## config.mk

```make
export PLATFORM = sky130hd
export DESIGN_NAME = load_store_unit
export DESIGN_NICKNAME = d
export VERILOG_FILES = /design/src/rtl/lsu_pkg.sv /design/src/rtl/lsu_load_align.sv /design/src/rtl/load_store_unit.sv
export SDC_FILE = /design/constraint.sdc
export NUM_CORES = 1
export LEC_CHECK = 0
export CAP_MARGIN = 20
export CELL_PAD_IN_SITES_DETAIL_PLACEMENT = 0
export CELL_PAD_IN_SITES_GLOBAL_PLACEMENT = 2
export CORE_UTILIZATION = 27
export DETAILED_ROUTE_END_ITERATION = 16
export PLACE_DENSITY = 0.79
export SLEW_MARGIN = 10
export SYNTH_ARGS = -nofsm -noshare
export SYNTH_HDL_FRONTEND = slang
export SYNTH_SLANG_ARGS = --single-unit
```

## constraint.sdc

```tcl
create_clock -name clk -period 3.9 [get_ports clk]
set_input_delay 0.39 -clock clk [delete_from_list [all_inputs] [get_ports clk]]
set_output_delay 0.39 -clock clk [all_outputs]
set_load 0.01 [all_outputs]
```

## src/rtl/lsu_pkg.sv

```systemverilog
// Shared types and access-decode helpers for the load/store unit.
package lsu_pkg;

   typedef enum logic [1:0] {
      ST_IDLE,
      ST_BUSY,
      ST_RESP
   } state_t;

   typedef enum logic [1:0] {
      CAUSE_NONE       = 2'b00,
      CAUSE_MISALIGNED = 2'b01,
      CAUSE_ILLEGAL    = 2'b10,
      CAUSE_TIMEOUT    = 2'b11
   } cause_t;

   localparam logic [2:0] F3_B  = 3'b000;
   localparam logic [2:0] F3_H  = 3'b001;
   localparam logic [2:0] F3_W  = 3'b010;
   localparam logic [2:0] F3_BU = 3'b100;
   localparam logic [2:0] F3_HU = 3'b101;

   // Illegal encodings win over misalignment.
   function automatic cause_t check_access(input logic is_store, input logic [2:0] f3,
                                           input logic [1:0] offset);
      logic legal;
      if (is_store)
         legal = (f3 == F3_B) || (f3 == F3_H) || (f3 == F3_W);
      else
         legal = (f3 == F3_B) || (f3 == F3_H) || (f3 == F3_W) || (f3 == F3_BU) || (f3 == F3_HU);
      if (!legal)
         return CAUSE_ILLEGAL;
      if ((f3[1:0] == 2'b01 && offset[0]) || (f3[1:0] == 2'b10 && offset != 2'b00))
         return CAUSE_MISALIGNED;
      return CAUSE_NONE;
   endfunction

   function automatic logic [3:0] byte_enables(input logic is_store, input logic [2:0] f3,
                                               input logic [1:0] offset);
      if (!is_store)
         return 4'b1111;
      case (f3[1:0])
         2'b00:   return 4'b0001 << offset;
         2'b01:   return 4'b0011 << offset;
         default: return 4'b1111;
      endcase
   endfunction

   function automatic logic [31:0] lane_data(input logic [2:0] f3, input logic [31:0] data);
      case (f3[1:0])
         2'b00:   return {4{data[7:0]}};
         2'b01:   return {2{data[15:0]}};
         default: return data;
      endcase
   endfunction

endpackage

```

## src/rtl/lsu_load_align.sv

```systemverilog
// Extracts the addressed byte/halfword from a read word and sign- or zero-extends it.
module lsu_load_align
   import lsu_pkg::*;
(
   input  logic [31:0] rdata,
   input  logic [2:0]  funct3,
   input  logic [1:0]  offset,
   output logic [31:0] data
);

   logic [31:0] shifted;

   assign shifted = rdata >> {offset, 3'b000};

   // NOTE: every path assigns data, so no latch is inferred.
   always_comb begin
      case (funct3)
         F3_B:    data = {{24{shifted[7]}}, shifted[7:0]};
         F3_BU:   data = {24'b0, shifted[7:0]};
         F3_H:    data = {{16{shifted[15]}}, shifted[15:0]};
         F3_HU:   data = {16'b0, shifted[15:0]};
         default: data = rdata;
      endcase
   end

endmodule

```

## src/rtl/load_store_unit.sv

```systemverilog
// Single-outstanding load/store unit: decodes the access, drives one memory request,
// and returns an aligned load result or a fault with a one-cycle done pulse.
module load_store_unit
   import lsu_pkg::*;
#(
   parameter int TIMEOUT_CYCLES = 255
) (
   input  logic        clk,
   input  logic        rst,
   input  logic        start,
   input  logic        mem_write,
   input  logic [2:0]  funct3,
   input  logic [31:0] addr,
   input  logic [31:0] store_data,
   output logic        stall,
   output logic        done,
   output logic [31:0] load_data,
   output logic        fault,
   output logic [1:0]  fault_cause,
   output logic        m_req,
   output logic        m_we,
   output logic [31:0] m_addr,
   output logic [31:0] m_wdata,
   output logic [3:0]  m_be,
   input  logic        m_ack,
   input  logic [31:0] m_rdata
);

   localparam int CW = $clog2(TIMEOUT_CYCLES + 1);
   localparam logic [CW-1:0] CNT_LAST = CW'(TIMEOUT_CYCLES - 1);

   state_t        state;
   logic [CW-1:0] cnt;
   logic          we_q;
   logic [2:0]    f3_q;
   logic [1:0]    off_q;
   logic [31:0]   rdata_q;
   cause_t        cause_q;
   cause_t        req_cause;
   logic [31:0]   aligned;

   assign req_cause   = check_access(mem_write, funct3, addr[1:0]);
   assign stall       = start && (state != ST_RESP);
   assign fault_cause = cause_q;
   assign load_data   = (done && !we_q && !fault) ? aligned : 32'b0;

   lsu_load_align u_align (
      .rdata  (rdata_q),
      .funct3 (f3_q),
      .offset (off_q),
      .data   (aligned)
   );

   // NOTE: sequential state uses non-blocking assignments so every register samples
   // pre-edge values; done/fault default low here so they pulse only in RESP.
   always_ff @(posedge clk or posedge rst) begin
      if (rst) begin
         state   <= ST_IDLE;
         cnt     <= '0;
         we_q    <= 1'b0;
         f3_q    <= 3'b0;
         off_q   <= 2'b0;
         rdata_q <= 32'b0;
         cause_q <= CAUSE_NONE;
         done    <= 1'b0;
         fault   <= 1'b0;
         m_req   <= 1'b0;
         m_we    <= 1'b0;
         m_addr  <= 32'b0;
         m_wdata <= 32'b0;
         m_be    <= 4'b0;
      end else begin
         done    <= 1'b0;
         fault   <= 1'b0;
         cause_q <= CAUSE_NONE;
         case (state)
            ST_IDLE: begin
               if (start) begin
                  we_q  <= mem_write;
                  f3_q  <= funct3;
                  off_q <= addr[1:0];
                  if (req_cause != CAUSE_NONE) begin
                     state   <= ST_RESP;
                     done    <= 1'b1;
                     fault   <= 1'b1;
                     cause_q <= req_cause;
                  end else begin
                     state   <= ST_BUSY;
                     cnt     <= '0;
                     m_req   <= 1'b1;
                     m_we    <= mem_write;
                     m_addr  <= {addr[31:2], 2'b00};
                     m_wdata <= mem_write ? lane_data(funct3, store_data) : 32'b0;
                     m_be    <= byte_enables(mem_write, funct3, addr[1:0]);
                  end
               end
            end
            ST_BUSY: begin
               if (m_ack || cnt == CNT_LAST) begin
                  state   <= ST_RESP;
                  done    <= 1'b1;
                  m_req   <= 1'b0;
                  m_we    <= 1'b0;
                  m_addr  <= 32'b0;
                  m_wdata <= 32'b0;
                  m_be    <= 4'b0;
                  if (m_ack) begin
                     rdata_q <= m_rdata;
                  end else begin
                     fault   <= 1'b1;
                     cause_q <= CAUSE_TIMEOUT;
                  end
               end else begin
                  cnt <= cnt + 1'b1;
               end
            end
            default: state <= ST_IDLE;
         endcase
      end
   end

endmodule

```

Word level (Yosys, flattened, before mapping). Index checks and enable logic that the tools add are counted.

Output and inout bits: 107. Bits of input ports: 104. Logic and storage cells: 115. Flip-flop bits (word level): 122.

$add $sub $neg: 1. Multiplexer cells: 56. Shift-type cells: 3. Equal/unequal tests: 16. Reductions and logical operators: 25.

Operator list (count): 2-to-1 mux 32 bit (7); case mux 32 bit (2 select lines) (3); case mux 32 bit (4 select lines) (1); >> shifter 32 x 5 -> 16 bit (1); 2-to-1 mux 8 bit (3); 2-to-1 mux 2 bit (11); 2-to-1 mux 4 bit (5); 2-to-1 mux 1 bit (17); case mux 4 bit (2 select lines) (2); case mux 8 bit (2 select lines) (1); equality test 3 bit (second input constant) (4); inequality test 2 bit (second input constant) (5); adder 8 x 1 -> 8 bit (second input constant) (1); equality test 8 bit (second input constant) (1); case mux 1 bit (2 select lines) (4); case mux 2 bit (2 select lines) (2); AND reduction 4 bit (2); equality test 3 x 1 -> 1 bit (second input constant) (2); logical NOT 3 bit (2); logical OR 1 bit (6); nonzero test 2 bit (3); logical AND 1 bit (5); equality test 2 x 1 -> 1 bit (second input constant) (2); logical NOT 2 bit (2); 7 further kinds (9).

Logic depth before layout (Yosys ltp). Gate-level depths: netlist (run 1).

Depth in word-level cells: 18. Gate-level depth with buffers: 9. Depth with buffers taken out: 7.

By module. A second synthesis (run 1) with hierarchy kept.

Cell total of the unflattened synthesis: 548. Area, all modules: 6007.0 um^2.

By module, submodules not included: load_store_unit (area an instance 5291.3 um^2, instances 1, sequential area each 3002.9 um^2, cells an instance 437); lsu_load_align (area an instance 715.7 um^2, instances 1, sequential area each 0.0 um^2, cells an instance 111).

Worst setup path before layout (run 1). Ideal clock, no wire load.

Path type: flip-flop to output port. From: register fault. To: output port load_data[21]. Data arrival time: 1791 ps. Required time: 3510 ps. Path buffers: 2. Stages on the path, launching flop included: 6. Setup slack: 1719 ps. Cell sequence: dfrtp_1 > nor3b_1 > and2_1 > buf_1 > clkbuf_1 > a21o_1.

Cells in the longest elaborated chain, start to end: 3.

RTL lines: start, declared (line load_store_unit.sv:18) `output logic fault,`; start signal, assigned (line load_store_unit.sv:66) `fault <= 1'b0;`; start signal, assigned (line load_store_unit.sv:74) `fault <= 1'b0;`; start signal, assigned (line load_store_unit.sv:85) `fault <= 1'b1;`; logical NOT 1 bit (line load_store_unit.sv:45) `assign load_data = (done && !we_q && !fault) ? aligned : 32'b0;`; logical AND 1 bit (line load_store_unit.sv:45); 2-to-1 mux 32 bit (line load_store_unit.sv:45); end, declared (line load_store_unit.sv:17) `output logic [31:0] load_data,`.

Every way passes these cells.

Final worst setup path (run 1).
From: register off_q[1]. To: output port load_data[25].

Cells in the longest elaborated chain, start to end: 3.

RTL lines: start, declared (line load_store_unit.sv:36) `logic [1:0] off_q;`; start signal, assigned (line load_store_unit.sv:81) `off_q <= addr[1:0];`; >> shifter 32 x 5 -> 16 bit (line lsu_load_align.sv:13) `assign shifted = rdata >> {offset, 3'b000};`; case mux 32 bit (4 select lines) (line lsu_load_align.sv:17) `case (funct3)`; 2-to-1 mux 32 bit (line load_store_unit.sv:45).

Every way passes these cells.

==> flow_metrics.tcl, run 1 <==
set metrics [dict create \
    drtPass1Iterations 4 \
    cp_cell_sequence "nor2b_1 > buf_4 > o2bb2ai_1 > mux2i_1 > nor4_4 > a21o_1 > clkdlybuf4s50_1" \
    area_growth_pct 51.7 \
    grt_overflow 0 \
    max-slew-margin-rel 0.397 \
    post_cts_resized 0 \
    path_clk_slew_ns 0.06 \
    synthCells 519 \
    ys_types 44 \
    gp_congestion 0.785 \
    clk_latency_ns 0.41 \
    drive_above_1_share 0.132 \
    fin_skew_ns 0.0117 \
    tightest_slew_ns 0.901 \
    drv_slew 0 \
    path_max_fanout 21 \
    ctsRootBufferMaster "clkbuf_16" \
    avgSynthCellArea_um2 11.2 \
    clk_path_buf_depth 2 \
    yosysTopAreaCellShare 0.518 \
    startpoint_type "register" \
    coreArea_um2 21000 \
    grt_pass1_vias 4977 \
    ios 211 \
    synth_commonest_cells "dfrtp_1 (120), nand2_1 (49), a22o_1 (42), mux2i_1 (42), mux2_2 (39)" \
    finalSetupTns_ns 0 \
    hold_viol_final 0 \
    cts.htree.levels 4 \
    initial_core_util 0.276 \
    slowest_delay_ns 0.76 \
    ys_warn_count 0 \
    synth_flop_cell "dfrtp_1" \
    end_kind "output port" \
    finalSetupViolCount 0 \
    r2r-end "m_wdata[24]$_DFFE_PP0P_" \
    layout.nets 823 \
    grt_setup_unrepaired "no" \
    synth_area_leaders "dfrtp_1 (52%), mux2_2 (7.6%), mux2i_1 (7.2%)" \
    rows 53 \
    drc 0 \
    reg2reg_from "state[1]$_DFFE_PP0P_" \
    place_ws_ns 0.704 \
    cts_sinks 120 \
    power.static_leakage_nw 3.84 \
    synth_enable_flop_cells 0 \
    drv_cap 0 \
    antenna_found_initial 1 \
    ff2ff_path_depth 5 \
    rrSetupSlack_ns 1.36 \
    cp.required_ns 3.51 \
    cts_made_buffers 17 \
    grt_use_total 0.162 \
    dp_hpwl_um 12600 \
    drtAntennaViolNets 0 \
    grt_first_pass_wirelength_um 27600 \
    synth-seq-cells 120 \
    synthArstFlopShare 1.00 \
    path_class "reg2out" \
    min_path_type "reg2reg" \
    syn_area_um2 5800 \
    cts_tree "yes" \
    numPortBuffers 208 \
    synth_top_area_cell "dfrtp_1" \
    postCtsHoldBufs 0 \
    die_w_um 149 \
    post-synth-top-count-cell "dfrtp_1" \
    status "finished clean" \
    cp-startpoint "off_q[1]$_DFFE_PP0P_" \
    die_h_um 149 \
    num_vias 4831 \
    cellPowerDensity_nw_per_um2 645 \
    grt_start_max_net_pins 70 \
    max-vdd-ir-drop_uv 262 \
    min_period_ns 3.59 \
    wl_um 17300 \
    dp.cells 973 \
    finalCritPeriodShare 0.921 \
    via_per_inst 4.80 \
    drtIter0Drc 180 \
    ys_seq_area_frac 0.518 \
    whs_ns 0.476 \
    cp.arrival_ns 3.20 \
    wire_per_inst_um 17.2 \
    clock.fmax_ghz 0.278 \
    die_area_um2 22100 \
    fin_cells 1006 \
    post_cts_buffers 0 \
    worstSetupEndpoint "load_data[25]" \
    cp_slowest_cell "dfrtp_1" \
    setup_ws_ns 0.307 \
]
-- how the worst min path moves through the flow --
stage               slack (ns)                      end                    start  cells past startpoint
detailed placement        0.47  m_wdata[11]$_DFFE_PP0P_  m_wdata[11]$_DFFE_PP0P_                      2
global placement          0.46  m_wdata[13]$_DFFE_PP0P_  m_wdata[13]$_DFFE_PP0P_                      2
global route              0.51  m_wdata[17]$_DFFE_PP0P_  m_wdata[17]$_DFFE_PP0P_                      2
CTS                       0.49  m_wdata[26]$_DFFE_PP0P_  m_wdata[26]$_DFFE_PP0P_                      2
finish                    0.48  m_wdata[26]$_DFFE_PP0P_  m_wdata[26]$_DFFE_PP0P_                      2
floorplan                 0.48   rdata_q[6]$_DFFE_PP0P_   rdata_q[6]$_DFFE_PP0P_                      1
-- layer usage --
layer	up-vias	track usage	wire [um]
met3	8	0.0537	1290
li1	2297	-	-
met1	2349	0.218	8210
met4	0	0.0371	93
met2	177	0.250	7760
met5	-	0	0
-- flip-flops by register name (all words and copies together), names as in the netlist --
signal,cells
cnt,8
done,1
f3_q,3
fault,1
fault_cause,2
m_addr,30
m_be,4
m_req,1
m_wdata,32
m_we,1
off_q,2
rdata_q,32
state,2
we_q,1
-- cells by family after synthesis --
family                   count (synthesis)  share of synthesized area
multiplexers                            82                      0.152
buffers and inverters                   51                     0.0412
flip-flops                             120                      0.518
AND/OR/NAND/NOR                        109                     0.0895
adder cells (fa/ha/maj)                  2                    0.00431
AO/OA/AOI/OAI                          153                      0.193
XOR/XNOR                                 1                    0.00151
other                                    1                   0.000647
-- worst max-delay path, delay by kind of cell, from the launching register on --
| family | cells | cell delay (ns) |
|---|---|---|
| flip-flops | 1 | 0.76 |
| multiplexers | 1 | 0.15 |
| AND/OR/NAND/NOR | 2 | 0.89 |
| AO/OA/AOI/OAI | 2 | 0.30 |
| buffers and inverters | 2 | 0.69 |
-- cells in the final DEF, fill, tap and decap left out, types with 2 or more instances in the layout --
cell	Yosys	layout
a211o_1	2	2
a21o_1	16	16
a21oi_1	29	29
a22o_1	42	42
a22oi_1	8	8
and2_1	2	2
and3_1	3	3
and4_1	2	2
buf_4	2	10
bufinv_16	0	5
clkbuf_16	0	17
clkdlybuf4s50_1	0	208
clkinv_4	0	5
clkinvlp_4	0	2
conb_1	1	2
dfrtp_1	120	120
ha_1	2	2
inv_1	10	9
mux2_2	39	39
mux2i_1	42	42
nand2_1	49	49
nand2b_1	3	3
nand3_1	5	5
nand4_1	6	6
nor2_1	24	24
nor2b_1	4	4
nor3_1	3	3
o211ai_1	2	2
o21ai_0	24	24
o21bai_1	2	2
o221a_2	7	7
o31ai_1	16	16
or3_1	3	3
-- power by group --
| part | total (mW) | leakage [nW] | internal, mW | switching (mW) |
|---|---|---|---|---|
| combinational | 1.84 | 1.99 | 1.07 | 0.767 |
| clock | 1.75 | 0.317 | 1.16 | 0.592 |
| sequential | 2.09 | 1.53 | 1.67 | 0.416 |
| total | 5.68 | 3.84 | 3.90 | 1.78 |
-- per-stage QoR --
step	power (mW)	area, um^2	util
6_report	5.68	8800	0.419
3_3_place_gp	3.93	8130	0.387
5_1_grt	6.01	8800	0.418
4_1_cts	5.75	8800	0.418
2_1_floorplan	2.99	5800	-
3_5_place_dp	3.96	8130	0.387
-- cell type report --
| class | instances | area, um^2 |
|---|---|---|
| Clock inverter | 14 | 223 |
| Fill cell | 2015 | 12200 |
| Inverter | 10 | 40.0 |
| Antenna cell | 1 | 2.50 |
| Timing Repair Buffer | 219 | 2180 |
| Sequential cell | 120 | 3000 |
| Clock buffer | 18 | 439 |
| Multi-Input combinational cell | 349 | 2570 |
| Tap cell | 275 | 344 |
No activity file was read; power rests on OpenSTA's default activity.
==> inputs of run 2 (changes only) <==
--- a/config.mk
+++ b/config.mk
@@ -8,9 +8,9 @@
 export CAP_MARGIN = 20
 export CELL_PAD_IN_SITES_DETAIL_PLACEMENT = 0
 export CELL_PAD_IN_SITES_GLOBAL_PLACEMENT = 2
-export CORE_UTILIZATION = 27
+export CORE_UTILIZATION = 30
 export DETAILED_ROUTE_END_ITERATION = 16
-export PLACE_DENSITY = 0.79
+export PLACE_DENSITY = 0.87
 export SLEW_MARGIN = 10
 export SYNTH_ARGS = -nofsm -noshare
 export SYNTH_HDL_FRONTEND = slang
==> constraint.sdc (replaced) <==
create_clock -name clk -period 4.4 [get_ports clk]
set_input_delay 0.44 -clock clk [delete_from_list [all_inputs] [get_ports clk]]
set_output_delay 0.44 -clock clk [all_outputs]
set_load 0.01 [all_outputs]
==> flow_metrics.tcl, run 2 (synthesis gave the netlist of run 1 again) <==
set metrics [dict create \
    dpl_cell_area_um2 8090 \
    layout.nets 821 \
    path_delay_family "simple AND/OR/NAND/NOR gates" \
    utilization 0.461 \
    regArea_um2 3000 \
    antenna_found_initial 1 \
    ios 211 \
    fillerInstances 1753 \
    numPortBuffers 208 \
    cts.htree.levels 4 \
    post_cts_resized 0 \
    largestRegisters "m_wdata: 32 flops, rdata_q: 32 flops, m_addr: 30 flops" \
    cts_made_buffers 17 \
    coreArea_um2 18800 \
    n_antenna_cell 0 \
    clock.fmax_ghz 0.257 \
    drive_above_1_share 0.129 \
    grt_overflow 0 \
    die_area_um2 19900 \
    rows 50 \
    path_class "reg2out" \
    path_max_fanout 21 \
    drv_slew 0 \
    finish.instance_area_um2 8680 \
    post_cts_buffers 0 \
    hold_viol_final 0 \
    grt_start_max_net_pins 85 \
    fin_skew_ns 0.00948 \
    cts_tree "yes" \
    dp.cells 956 \
    gp_congestion 0.799 \
    via_per_inst 4.97 \
    slowest_delay_ns 0.72 \
    final_common_cell "clkdlybuf4s50_1" \
    grt_use_total 0.175 \
    min_path_type "reg2reg" \
    drtIter0Drc 240 \
    dp_hpwl_um 12400 \
    grt_pass1_vias 4965 \
    num_vias 4910 \
    cp_cell_sequence "nor2b_1 > o2bb2ai_1 > mux2i_1 > nor4_4 > a21o_1 > clkdlybuf4s50_1" \
    cp.required_ns 3.96 \
    status "finished clean" \
    ctsRootBufferMaster "clkbuf_16" \
    end_kind "output port" \
    drv_cap 0 \
    max-slew-margin-rel 0.375 \
    path_buf_inv 1 \
    finalCritPeriodShare 0.884 \
    area_growth_pct 49.8 \
    cp_slowest_cell "dfrtp_1" \
    startpoint_type "register" \
    clk_path_buf_depth 2 \
    wire_per_inst_um 17.3 \
    cellPowerDensity_nw_per_um2 562 \
    final_cell_mix "clkdlybuf4s50_1 (208), dfrtp_1 (120), nand2_1 (49), a22o_1 (42), mux2i_1 (42)" \
    fin_cells 988 \
    grt_first_pass_wirelength_um 26800 \
    wl_um 17100 \
    drtPass1Iterations 5 \
    power.static_leakage_nw 3.79 \
    drtAntennaViolNets 0 \
    finalSetupTns_ns 0 \
    drc 0 \
    multiInputGateArea_um2 2570 \
    die_h_um 141 \
    path_clk_slew_ns 0.05 \
    grt_setup_unrepaired "no" \
    tightest_slew_ns 0.938 \
    min_period_ns 3.89 \
    clk_latency_ns 0.41 \
    die_w_um 141 \
    cp.arrival_ns 3.45 \
    cts_sinks 120 \
    max-vdd-ir-drop_uv 271 \
    initial_core_util 0.308 \
    finalSetupViolCount 0 \
    postCtsHoldBufs 0 \
]
[run 2: cell types whose count changed in the layout (fill, tap and decap cells not counted), sizes merged]
cell,delta
buf,-2
bufinv,-3
clkbuf,+1
clkinv,-2
clkinvlp,+2
diode,-1
inv,+2
[run 2: metrics by stage]
stage / setup WS, ns / hold WS [ns] / power [mW]
6_report: 0.511 / 0.479 / 4.88
3_5_place_dp: 0.946 / 0.469 / 3.50
3_3_place_gp: 1.07 / 0.461 / 3.46
4_1_cts: 0.487 / 0.483 / 4.93
2_1_floorplan: 0.774 / 0.480 / 2.65
5_1_grt: 0.258 / 0.500 / 5.15
[run 2: worst register-to-register path, delay by kind of cell, from the launching register on]
family / cells / cell delay, ns
buffers and inverters: 2 / 0.61
flip-flops: 1 / 0.47
AO/OA/AOI/OAI: 1 / 0.19
AND/OR/NAND/NOR: 2 / 0.91
[run 2: worst paths after layout]
kind / cells after the start / to / startpoint / slack (ns)
max: 6 / load_data[22] / off_q[0]$_DFFE_PP0P_ / 0.51
max reg2reg: 5 / m_addr[4]$_DFFE_PP0P_ / state[1]$_DFFE_PP0P_ / 2.17
min in group asynchronous: 2 / m_wdata[25]$_DFFE_PP0P_ / rst / 0.54
max in group asynchronous: 3 / m_addr[25]$_DFFE_PP0P_ / rst / 2.96
min: 2 / m_wdata[14]$_DFFE_PP0P_ / m_wdata[14]$_DFFE_PP0P_ / 0.48
min reg2reg: 2 / m_wdata[14]$_DFFE_PP0P_ / m_wdata[14]$_DFFE_PP0P_ / 0.48
[run 2: area by class of cell]
type                            count  area share
Clock buffer                       19      0.0522
Clock inverter                     13      0.0166
Inverter                           10     0.00461
Multi-Input combinational cell    349       0.296
Sequential cell                   120       0.346
Tap cell                          260      0.0375
Timing Repair Buffer              217       0.248
[run 2: report_power, final]
group	total (mW)	internal, mW	switching (mW)	leakage [nW]
logic	1.61	0.943	0.669	1.97
clock network	1.40	0.868	0.530	0.282
registers	1.87	1.48	0.387	1.53
[run 2: per-layer routing]
metal  routed length [um]  track usage  vias to the layer above
met5                   11            0                        -
met4                  255       0.0635                        2
met3                 1390       0.0533                       25
met2                 7760        0.277                      205
met1                 7710        0.224                     2388
li1                     -            -                     2290
==> inputs of run 3 (changes only) <==
--- a/config.mk
+++ b/config.mk
@@ -11,7 +11,6 @@
 export CORE_UTILIZATION = 30
 export DETAILED_ROUTE_END_ITERATION = 16
 export PLACE_DENSITY = 0.87
-export SLEW_MARGIN = 10
 export SYNTH_ARGS = -nofsm -noshare
 export SYNTH_HDL_FRONTEND = slang
 export SYNTH_SLANG_ARGS = --single-unit
==> results of run 3 <==
Same layout as run 2: the final DEF is identical, and so are final timing and power.
